File: config.mk
export PLATFORM = sky130hd
export DESIGN_NAME = mem_arbiter
export DESIGN_NICKNAME = d
export VERILOG_FILES = /design/src/rtl/mem_arbiter.sv
export SDC_FILE = /design/constraint.sdc
export NUM_CORES = 1
export LEC_CHECK = 0
export BUFFER_PORTS_ARGS = -buffer_cell sky130_fd_sc_hd__buf_2
export CELL_PAD_IN_SITES_DETAIL_PLACEMENT = 2
export CELL_PAD_IN_SITES_GLOBAL_PLACEMENT = 2
export CORE_ASPECT_RATIO = 1.4
export CORE_MARGIN = 2
export CORE_UTILIZATION = 27
export CTS_BUF_LIST = sky130_fd_sc_hd__clkbuf_8
export DETAILED_ROUTE_END_ITERATION = 10
export PLACE_DENSITY_LB_ADDON = 0.05
export SLEW_MARGIN = 40
export SYNTH_ARGS = -nofsm -noshare
export SYNTH_HDL_FRONTEND = slang
export SYNTH_SLANG_ARGS = --single-unit
File: constraint.sdc
create_clock -name clk -period 6 [get_ports clk]
set_clock_uncertainty 0.15 [all_clocks]
set_input_delay 0 -clock clk [delete_from_list [all_inputs] [get_ports clk]]
set_output_delay 0 -clock clk [all_outputs]
set_load 0.005 [all_outputs]
File: src/rtl/mem_arbiter.sv
// mem_arbiter: round-robin arbiter sharing one memory port between a core and a debug/loader requester
module mem_arbiter #(
    parameter int AW      = 32,
    parameter int DW      = 32,
    parameter int TIMEOUT = 16
) (
    input  logic          clk,
    input  logic          rst,
    input  logic          c_req,
    input  logic          c_we,
    input  logic [AW-1:0] c_addr,
    input  logic [DW-1:0] c_wdata,
    output logic          c_gnt,
    output logic          c_valid,
    output logic          c_err,
    output logic [DW-1:0] c_rdata,
    input  logic          d_req,
    input  logic          d_we,
    input  logic [AW-1:0] d_addr,
    input  logic [DW-1:0] d_wdata,
    output logic          d_gnt,
    output logic          d_valid,
    output logic          d_err,
    output logic [DW-1:0] d_rdata,
    output logic          m_req,
    output logic          m_we,
    output logic [AW-1:0] m_addr,
    output logic [DW-1:0] m_wdata,
    input  logic [DW-1:0] m_rdata,
    input  logic          m_ready
);
    typedef enum logic [1:0] {IDLE, BUSY, DONE} state_t;

    localparam logic [7:0] LIMIT = 8'(TIMEOUT - 1);

    state_t        state, state_nx;
    logic          owner;
    logic          last;
    logic          grant_c, grant_d;
    logic [7:0]    cnt;
    logic          lat_we;
    logic [AW-1:0] lat_addr;
    logic [DW-1:0] lat_wdata;
    logic [DW-1:0] resp_rdata;
    logic          resp_err;
    logic          at_limit;
    logic          busy, done;

    assign at_limit = cnt == LIMIT;
    assign busy     = state == BUSY;
    assign done     = state == DONE;

    // state register; reset abandons any transaction in flight
    always_ff @(posedge clk or posedge rst) begin
        if (rst)
            state <= IDLE;
        else
            state <= state_nx;
    end

    // next state and grants; on a tie the requester not served last wins (owner/last: 1 = debug)
    always_comb begin
        state_nx = state;
        grant_c  = 1'b0;
        grant_d  = 1'b0;
        case (state)
            IDLE: begin
                grant_c  = !rst && c_req && (!d_req || last);
                grant_d  = !rst && d_req && !grant_c;
                state_nx = (grant_c || grant_d) ? BUSY : IDLE;
            end
            BUSY:    state_nx = (m_ready || at_limit) ? DONE : BUSY;
            DONE:    state_nx = IDLE;
            default: state_nx = IDLE;
        endcase
    end

    // request latch, wait counter, response register and round-robin history
    always_ff @(posedge clk or posedge rst) begin
        if (rst) begin
            owner      <= 1'b0;
            last       <= 1'b1;
            cnt        <= '0;
            lat_we     <= 1'b0;
            lat_addr   <= '0;
            lat_wdata  <= '0;
            resp_rdata <= '0;
            resp_err   <= 1'b0;
        end else begin
            case (state)
                IDLE: begin
                    if (grant_c || grant_d) begin
                        owner     <= grant_d;
                        lat_we    <= grant_d ? d_we : c_we;
                        lat_addr  <= grant_d ? d_addr : c_addr;
                        lat_wdata <= grant_d ? d_wdata : c_wdata;
                        cnt       <= '0;
                    end
                end
                BUSY: begin
                    if (m_ready) begin
                        resp_rdata <= lat_we ? '0 : m_rdata;
                        resp_err   <= 1'b0;
                    end else if (at_limit) begin
                        resp_rdata <= '0;
                        resp_err   <= 1'b1;
                    end else begin
                        cnt <= cnt + 8'd1;
                    end
                end
                DONE:    last <= owner;
                default: ;
            endcase
        end
    end

    assign c_gnt   = grant_c;
    assign d_gnt   = grant_d;
    assign m_req   = busy;
    assign m_we    = busy && lat_we;
    assign m_addr  = lat_addr;
    assign m_wdata = lat_wdata;
    assign c_valid = done && !owner;
    assign d_valid = done && owner;
    assign c_err   = c_valid && resp_err;
    assign d_err   = d_valid && resp_err;
    assign c_rdata = resp_rdata;
    assign d_rdata = resp_rdata;
endmodule

==> results of run 1 <==
## kinds of logic after synthesis
| kind of cell | count (synthesis) | synth area share [%] |
|---|---|---|
| AOI/OAI and AO/OA | 117 | 15.14 |
| DFF | 110 | 54.79 |
| and+or+nand+nor | 100 | 8.738 |
| buffers and inverters | 65 | 7.966 |
| muxes | 65 | 12.94 |
| xor gates and xnor gates | 1 | 0.1743 |
| adders and majority gates | 1 | 0.2489 |
## registers in the layout, summed over array words and instances, names as in the netlist
name and flops:
owner 1, state 2, last 1, m_addr 32, c_rdata 32, resp_err 1, lat_we 1, m_wdata 32
cnt 8
## per-layer routing
metal,vias up,share of wire (%)
li1,2418,-
met1,2583,36
met2,202,56
met3,23,6.0
met4,0,2.4
met5,-,0
## area by class of cell
class / count / share of cell area [%]
Timing Repair Buffer: 473 / 38.43
Sequential cell: 110 / 32.70
Multi-Input combinational cell: 284 / 22.54
Tap cell: 244 / 3.625
Clock buffer: 12 / 1.961
Clock inverter: 4 / 0.3417
Inverter: 5 / 0.2823
Antenna cell: 4 / 0.1189
## worst paths after layout
kind                                        start                      end  slack, ps  cells after the start
hold / removal                              d_req        owner$_DFFE_PP0P_        -10                      4
max in group asynchronous                     rst   m_addr[26]$_DFFE_PP0P_       4520                      4
hold reg to reg            m_addr[26]$_DFFE_PP0P_   m_addr[26]$_DFFE_PP0P_        330                      2
setup / recovery               state[0]$_DFF_PP0_    m_addr[2]$_DFFE_PP0P_       3220                      7
min in group asynchronous                     rst  c_rdata[21]$_DFFE_PP0P_        120                      3
setup reg to reg               state[0]$_DFF_PP0_    m_addr[2]$_DFFE_PP0P_       3220                      7
## where the power goes
part | internal [mW] | switching, mW
combinational | 0.578 | 0.529
sequential | 1.02 | 0.186
clock | 0.186 | 0.263
## through the flow
stage                     power [mW]  setup slack [ps]  hold WS (ps)  util (%)
after floorplan                1.736              2949        -64.12         -
after global placement         2.134              3652         70.43     35.37
after detailed placement       2.189              3587         8.347     35.48
after CTS                      2.767              3256         131.3     45.43
after global routing           2.972              3050         1.601     45.62
final                          2.759              3224        -11.54     45.63
## placed cells by master (no fill, tap or decap), types with 2 or more instances in the layout
master and instances:
dlygate4sd3_1 164, buf_4 4, mux2i_1 65, inv_1 4
a21boi_0 2, o21ai_4 2, a2bb2oi_1 2, and3_1 2
a21oi_1 5, and2_1 3, clkinvlp_4 2, a31oi_1 3
nand2b_1 4, nand2_1 72, nand3_1 6, clkbuf_8 12
o21ai_0 40, o21ai_1 28, nor2_1 5, dfrtp_1 109
a22o_1 29, diode_2 4, buf_2 302, inv_6 2
a22o_2 3
## worst min-delay path: cells and delay by family
kind                   cells  cell delay, ps
AND/OR/NAND/NOR            2             150
buffers and inverters      2             340
## what timing repair did
action,CTS,global route
hold buffers,164,0
endpoints found under the hold margin,164,0
endpoints found under the setup margin,0,0
==> results.sh, run 1 <==
export IMPL_finalCritPeriodShare_pct=46.27
export IMPL_hold_class="primary input to flop"
export IMPL_arrival_ps=2860
export IMPL_drc=0
export IMPL_synth_seq_area_share_pct=54.79
export IMPL_layout_cells_non_filler=1136
export IMPL_place_area_um2=6549
export IMPL_finalHoldViolCount=1
export IMPL_yosysWarnings=0
export IMPL_firstDrtPassIters=4
export IMPL_crit_path_max_incr_delay_ps=580
export IMPL_antenna_found_initial=4
export IMPL_synthTopCellsByArea="dfrtp_1 54%, mux2i_1 13%, nand2_1 5.4%"
export IMPL_tightest_slew_ps=657.5
export IMPL_relSlewSlack_pct=55.83
export IMPL_met2_usage_pct=40.15
export IMPL_syn_cell_area_um2=5026
export IMPL_dr_first_iter_drc_count=149
export IMPL_synthCells=459
export IMPL_area_sequential_um2=2754
export IMPL_final_area_um2=8422
export IMPL_crit_family="buffers and inverters"
export IMPL_gr_usage_all_layers_pct=20.66
export IMPL_ant_nets=0
export IMPL_grt_pass1_vias=5923
export IMPL_critPathLaunchType="flop"
export IMPL_finalSetupTns_ps=0
export IMPL_pin_count=303
export IMPL_path_max_fanout=48
export IMPL_grt_pass1_wl_um=31930
export IMPL_yosys_area_top_type="dfrtp_1"
export IMPL_ir_drop_mv=0.1134
export IMPL_clock_sinks=110
export IMPL_crit_chain="nor3_1 -> nand3_4 -> buf_6 -> buf_16 -> mux2i_1 -> dlygate4sd3_1 -> o21ai_0"
export IMPL_finalWirelength_um=20610
export IMPL_max_clock_freq_mhz=360.2
export IMPL_grt_max_degree=71
export IMPL_nNetsFinal=1051
export IMPL_cp_num_buf_inv=3
export IMPL_numCtsBuffers=9
export IMPL_powerDensity_nw_per_um2=327.6
export IMPL_via_per_inst=4.600
export IMPL_syn_to_final_growth_pct=67.56
export IMPL_clk_pin_slew_ps=100
export IMPL_drive_gt1_share_pct=38.29
export IMPL_cp_slowest_cell="dlygate4sd3_1"
export IMPL_clk_latency_ps=380
export IMPL_timing_final_max_slew_violations=0
export IMPL_violations="negative hold slack"
export IMPL_rsz0062_at_grt="false"
export IMPL_cts_repair_resized=0
export IMPL_endpoint_kind="flop"
export IMPL_syn_nets=627
export IMPL_start_util_pct=27.23
export IMPL_core_area_um2=18460
export IMPL_multi_input_area_um2=1898
export IMPL_ys_types=35
export IMPL_place_inst=951
export IMPL_synth_area_per_cell_um2=10.95
export IMPL_power_leakage_nw=4.636
export IMPL_rows=59
export IMPL_synth_edf_count=0
export IMPL_grt_ovfl_total=0
export IMPL_fillers=2004
export IMPL_synthArstFlopShare_pct=100.0
export IMPL_synth_top_area_share_pct=54.27
export IMPL_ys_seq_elements=110
export IMPL_clk_path_buf_depth=2
export IMPL_routedWlPerCell_um=18.14
export IMPL_busiest_layer="met2"
export IMPL_port_buffers=302
export IMPL_post_cts_buffers=0
export IMPL_grtUsageMet3_pct=5.220
export IMPL_vias=5226
export IMPL_routabilityCongestion=0.7328
export IMPL_dieArea_um2=19740
export IMPL_cts_max_level=3
export IMPL_finalCriticalPeriod_ps=2776
export IMPL_dieHeight_um=165.4
export IMPL_synthTopCellsByCount="109 x dfrtp_1, 72 x nand2_1, 65 x mux2i_1"
export IMPL_status="finished, violations left"
export IMPL_synth_flop_cell="dfrtp_1"
export IMPL_maxCapViolCount=0
export IMPL_die_x_um=119.3
export IMPL_root_buffer="clkbuf_8"
export IMPL_required_ps=6080
export IMPL_synthMostInstantiatedCell="dfrtp_1"
export IMPL_cts_tree="built"
export IMPL_dp_hpwl_um=13070
export IMPL_critPathKind="flop to flop"
export IMPL_setup_viol_count_final=0
export IMPL_hold_ws_ps=-11.54
export IMPL_gr_usage_met1_pct=21.52
Power figures use the tool's default switching activity.
==> run 2: changes to the inputs <==
Settings changed: CORE_UTILIZATION 27 to 23.
Clock period 6 ns to 2.54 ns, I/O delays scaled along.
==> results.sh, run 2 (synthesized netlist as in run 1, its figures left out) <==
export IMPL_timing_final_ws_setup_ps=223.4
export IMPL_die_x_um=128.9
export IMPL_tightest_slew_ps=629.1
export IMPL_finalHoldViolCount=0
export IMPL_cts_tree="built"
export IMPL_diodes=0
export IMPL_required_ps=2630
export IMPL_firstDrtPassIters=4
export IMPL_drc=0
export IMPL_dr_wl_met3_um=1169
export IMPL_cp_slowest_cell="dlygate4sd3_1"
export IMPL_dieHeight_um=178.9
export IMPL_relSlewSlack_pct=57.90
export IMPL_grt_max_degree=136
export IMPL_endpoint_kind="flop"
export IMPL_arrival_ps=2410
export IMPL_via_per_inst=4.397
export IMPL_power_total_mw=6.443
export IMPL_grt_pass1_wl_um=30770
export IMPL_vias=5065
export IMPL_pin_count=303
export IMPL_clk_path_buf_depth=2
export IMPL_dieArea_um2=23070
export IMPL_finalCriticalPeriod_ps=2317
export IMPL_rows=64
export IMPL_antenna_found_initial=0
export IMPL_power_leakage_nw=4.647
export IMPL_gr_usage_all_layers_pct=17.23
export IMPL_path_max_fanout=34
export IMPL_root_buffer="clkbuf_8"
export IMPL_grt_pass1_vias=5628
export IMPL_setup_viol_count_final=0
export IMPL_core_area_um2=21620
export IMPL_clk_latency_ps=380
export IMPL_finalWirelength_um=19960
export IMPL_crit_path_max_incr_delay_ps=590
export IMPL_reg2reg_slack_ps=220
export IMPL_maxCapViolCount=0
export IMPL_final_common_cell="buf_2"
export IMPL_drive_gt1_share_pct=38.29
export IMPL_ant_nets=0
export IMPL_finalSetupTns_ps=0
export IMPL_timing_final_max_slew_violations=0
export IMPL_met1_length_um=7870
export IMPL_status="completed"
export IMPL_hold_ws_ps=53.43
export IMPL_final_area_um2=8466
export IMPL_finalCritPeriodShare_pct=91.20
export IMPL_numCtsBuffers=9
export IMPL_dp_hpwl_um=12780
export IMPL_dr_wl_met2_um=10480
export IMPL_critPathLaunchType="flop"
export IMPL_clk_pin_slew_ps=110
export IMPL_place_inst=972
export IMPL_highest_layer="met4"
export IMPL_syn_to_final_growth_pct=68.43
export IMPL_cp_num_buf_inv=2
export IMPL_routedWlPerCell_um=17.33
export IMPL_hold_class="primary input to flop"
export IMPL_crit_family="buffers and inverters"
export IMPL_grt_ovfl_total=0
export IMPL_rsz0062_at_grt="false"
export IMPL_routabilityCongestion=0.7106
export IMPL_nNetsFinal=1051
export IMPL_ir_drop_mv=0.3139
export IMPL_cts_max_level=3
export IMPL_port_buffers=302
export IMPL_crit_chain="nor3_2 -> nand3_4 -> buf_12 -> mux2i_1 -> dlygate4sd3_1 -> o21ai_0"
export IMPL_powerDensity_nw_per_um2=761.0
export IMPL_critPathKind="flop to flop"
export IMPL_post_route_util_pct=39.16
export IMPL_clock_sinks=110
export IMPL_layout_common_cells="302 x buf_2, 164 x dlygate4sd3_1, 109 x dfrtp_1"
export IMPL_post_place_ws_ps=297.8
export IMPL_place_area_um2=6619
export IMPL_layout_cells_non_filler=1152
export IMPL_start_util_pct=23.25
export IMPL_max_clock_freq_mhz=431.7
export IMPL_dr_first_iter_drc_count=106
-- run 2: cell count changes in the layout (fill, tap and decap cells not counted), sizes merged --
cell / previous run / this run
bufinv: 0 / 1
clkbuf: 12 / 10
clkinv: 1 / 2
clkinvlp: 2 / 3
diode: 4 / 0
inv: 6 / 5
-- run 2: final timing paths --
kind,from,endpoint,cells after the start
worst min-delay path,d_req,owner$_DFFE_PP0P_,4
worst max register to register,state[0]$_DFF_PP0_,m_addr[27]$_DFFE_PP0P_,6
min in group asynchronous,rst,c_rdata[4]$_DFFE_PP0P_,4
worst min register to register,m_addr[5]$_DFFE_PP0P_,m_addr[5]$_DFFE_PP0P_,2
max in group asynchronous,rst,m_wdata[8]$_DFFE_PP0P_,4
worst max-delay path,state[0]$_DFF_PP0_,m_addr[27]$_DFFE_PP0P_,6
-- run 2: layer usage --
layer | vias to the layer above | GRT usage, %
met4 | 0 | 5.888
met1 | 2430 | 19.54
met5 | - | 0
li1 | 2408 | -
met3 | 26 | 4.327
met2 | 201 | 31.24
-- run 2: repair_timing --
item                                    in CTS  in global routing
setup buffers                                0                  0
endpoints found under the hold margin      211                  0
endpoints found under the setup margin       0                 31
gates resized for setup                      0                  1
hold buffers                               164                  0
-- run 2: power breakdown --
part	switching (mW)	internal (mW)	total (mW)
clock network	0.631	0.481	1.11
registers	0.420	2.40	2.82
logic	1.18	1.33	2.51
-- run 2: worst min-delay path: cells and delay by family --
| kind | cells | cell delay (ps) |
|---|---|---|
| buffers and inverters | 2 | 350 |
| and+or+nand+nor | 2 | 190 |
-- run 2: final cells by class --
class	instances	area (um2)
repair buffers	473	3256
well taps	264	330.3
clock buffers	10	137.6
fillers	2341	13160
clock inverters	6	62.56
multi-input cells	284	1903
inverters	5	22.52
flip-flops and latches	110	2754
==> run 3: changes to the inputs <==
Settings changed: CORE_ASPECT_RATIO 1.4 to unset.
==> results.sh, run 3 (synthesized netlist as in run 1, its figures left out) <==
export IMPL_ir_drop_mv=0.2138
export IMPL_vias=5112
export IMPL_cts_max_level=3
export IMPL_clock_sinks=110
export IMPL_cts_tree="built"
export IMPL_finalCriticalPeriod_ps=2395
export IMPL_via_per_inst=4.369
export IMPL_multi_input_area_um2=1898
export IMPL_grt_ovfl_total=0
export IMPL_powerDensity_nw_per_um2=775.2
export IMPL_seq_power_share_pct=42.8
export IMPL_port_buffers=302
export IMPL_grt_max_degree=136
export IMPL_final_common_cell="buf_2"
export IMPL_drc=0
export IMPL_pin_count=303
export IMPL_post_place_ws_ps=504.2
export IMPL_timing_final_ws_setup_ps=144.5
export IMPL_routedWlPerCell_um=16.40
export IMPL_clk_pin_slew_ps=110
export IMPL_dp_hpwl_um=12980
export IMPL_finalSetupTns_ps=0
export IMPL_clk_latency_ps=370
export IMPL_r2r_end="m_addr[13]$_DFFE_PP0P_"
export IMPL_arrival_ps=2480
export IMPL_ant_nets=0
export IMPL_dieHeight_um=151.8
export IMPL_critPathLaunchType="flop"
export IMPL_combPwrFrac_pct=38.2
export IMPL_fillers=2386
export IMPL_maxCapViolCount=0
export IMPL_nNetsFinal=1054
export IMPL_numCtsBuffers=9
export IMPL_tightest_slew_ps=584.9
export IMPL_routabilityCongestion=0.6931
export IMPL_status="completed"
export IMPL_grt_pass1_wl_um=31250
export IMPL_core_area_um2=21620
export IMPL_critPathKind="flop to flop"
export IMPL_required_ps=2620
export IMPL_area_sequential_um2=2754
export IMPL_die_x_um=151.8
export IMPL_finalHoldViolCount=0
export IMPL_grt_pass1_vias=5718
export IMPL_p_int_mw=4.408
export IMPL_path_max_fanout=37
export IMPL_reg2reg_from="last$_DFFE_PP1N_"
export IMPL_root_buffer="clkbuf_8"
export IMPL_p_sw_share_pct=33.30
export IMPL_setup_viol_count_final=0
export IMPL_finalWirelength_um=19190
export IMPL_syn_to_final_growth_pct=69.63
export IMPL_drive_gt1_share_pct=38.25
export IMPL_r2r_cells=6
export IMPL_power_leakage_nw=4.668
export IMPL_critPathLaunch="last$_DFFE_PP1N_"
export IMPL_dieArea_um2=23050
export IMPL_layout_common_cells="302 x buf_2, 164 x dlygate4sd3_1, 109 x dfrtp_1"
export IMPL_max_clock_freq_mhz=417.5
export IMPL_start_util_pct=23.25
export IMPL_endpoint_kind="flop"
export IMPL_relSlewSlack_pct=61.01
export IMPL_reg2reg_slack_ps=140
export IMPL_p_switching_mw=2.201
export IMPL_crit_path_end="m_addr[13]$_DFFE_PP0P_"
export IMPL_timing_final_max_slew_violations=0
export IMPL_hold_class="primary input to asynchronous set/reset pin"
export IMPL_clk_path_buf_depth=2
export IMPL_dr_first_iter_drc_count=133
export IMPL_gr_usage_all_layers_pct=16.71
export IMPL_rsz0062_at_grt="false"
export IMPL_rows=54
export IMPL_antenna_found_initial=0
export IMPL_clock_power_share_pct=19.0
export IMPL_firstDrtPassIters=4
export IMPL_finalCritPeriodShare_pct=94.31
run 3: cell count changes in the layout (fill, tap and decap cells not counted):
| cell | previous run | this run |
|---|---|---|
| buf_6 | 0 | 2 |
| buf_4 | 3 | 5 |
| bufinv_16 | 1 | 3 |
| clkinvlp_4 | 3 | 2 |
| buf_12 | 4 | 3 |
| clkinv_4 | 1 | 0 |
| diode_2 | 0 | 1 |
| nor3_2 | 1 | 0 |
| nor3_1 | 0 | 1 |
| clkinv_2 | 1 | 0 |
| clkbuf_8 | 10 | 9 |
run 3: final cells by class:
class | instances | share of cell area (%)
antenna | 1 | 0.02935
clock buffer | 9 | 1.453
clock inverter | 5 | 1.189
inverter | 5 | 0.2642
multi-input combinational | 284 | 22.26
sequential | 110 | 32.30
tap | 280 | 4.109
timing repair buffer | 476 | 38.39
run 3: power by group through the flow:
| stage | logic [mW] | clock network, mW | registers (mW) |
|---|---|---|---|
| final | 2.53 | 1.25 | 2.83 |
| after global routing | 2.82 | 1.41 | 2.94 |
| after CTS | 2.56 | 1.34 | 2.84 |
| after detailed placement | 2.28 | 0 | 2.87 |
| after global placement | 2.23 | 0 | 2.82 |
| after floorplan | 1.23 | 0 | 2.87 |
run 3: worst min path at each step:
stage / startpoint / to / slack, ps
finish: rst / cnt[5]$_DFFE_PP0P_ / 50
global route: d_req / owner$_DFFE_PP0P_ / 60
CTS: rst / cnt[5]$_DFFE_PP0P_ / 40
detailed placement: rst / cnt[5]$_DFFE_PP0P_ / -90
global placement: m_rdata[22] / c_rdata[22]$_DFFE_PP0P_ / 70
floorplan: m_ready / resp_err$_DFFE_PP0P_ / -60
run 3: metrics by stage:
| step | utilization [%] | instances | area, um2 | hold slack (ps) | power, mW |
|---|---|---|---|---|---|
| floorplan | - | 459 | 5030 | -64.12 | 4.101 |
| detailed placement | 30.75 | 991 | 6649 | -91.02 | 5.154 |
| global route | 39.42 | 1169 | 8523 | 61.06 | 7.167 |
| global placement | 30.66 | 990 | 6629 | 66.40 | 5.056 |
| finish | 39.43 | 1170 | 8526 | 47.63 | 6.609 |
| CTS | 39.39 | 1169 | 8516 | 37.73 | 6.738 |
run 3: per-layer routing:
metal  part of all wire, %  vias to the layer above  GRT usage [%]
met3                   7.0                       15          4.649
met5                     0                        -              0
met2                    52                      190          29.99
met4                   1.3                        0          4.361
met1                    40                     2491          19.62
li1                      -                     2416              -
run 3: repair_timing:
item / CTS / global route
endpoints found under the setup margin: 0 / 38
buffers inserted: 0 / 0
gates resized for setup: 0 / 2
endpoints found under the hold margin: 207 / 0
hold buffers: 164 / 0
run 3: worst max-delay path, stage by stage, from the launching register on:
cell and delay (ps):
dfstp_2 560, nand2_1 80, nand3_4 100, buf_6 390
mux2i_1 280, dlygate4sd3_1 580, o21ai_0 100
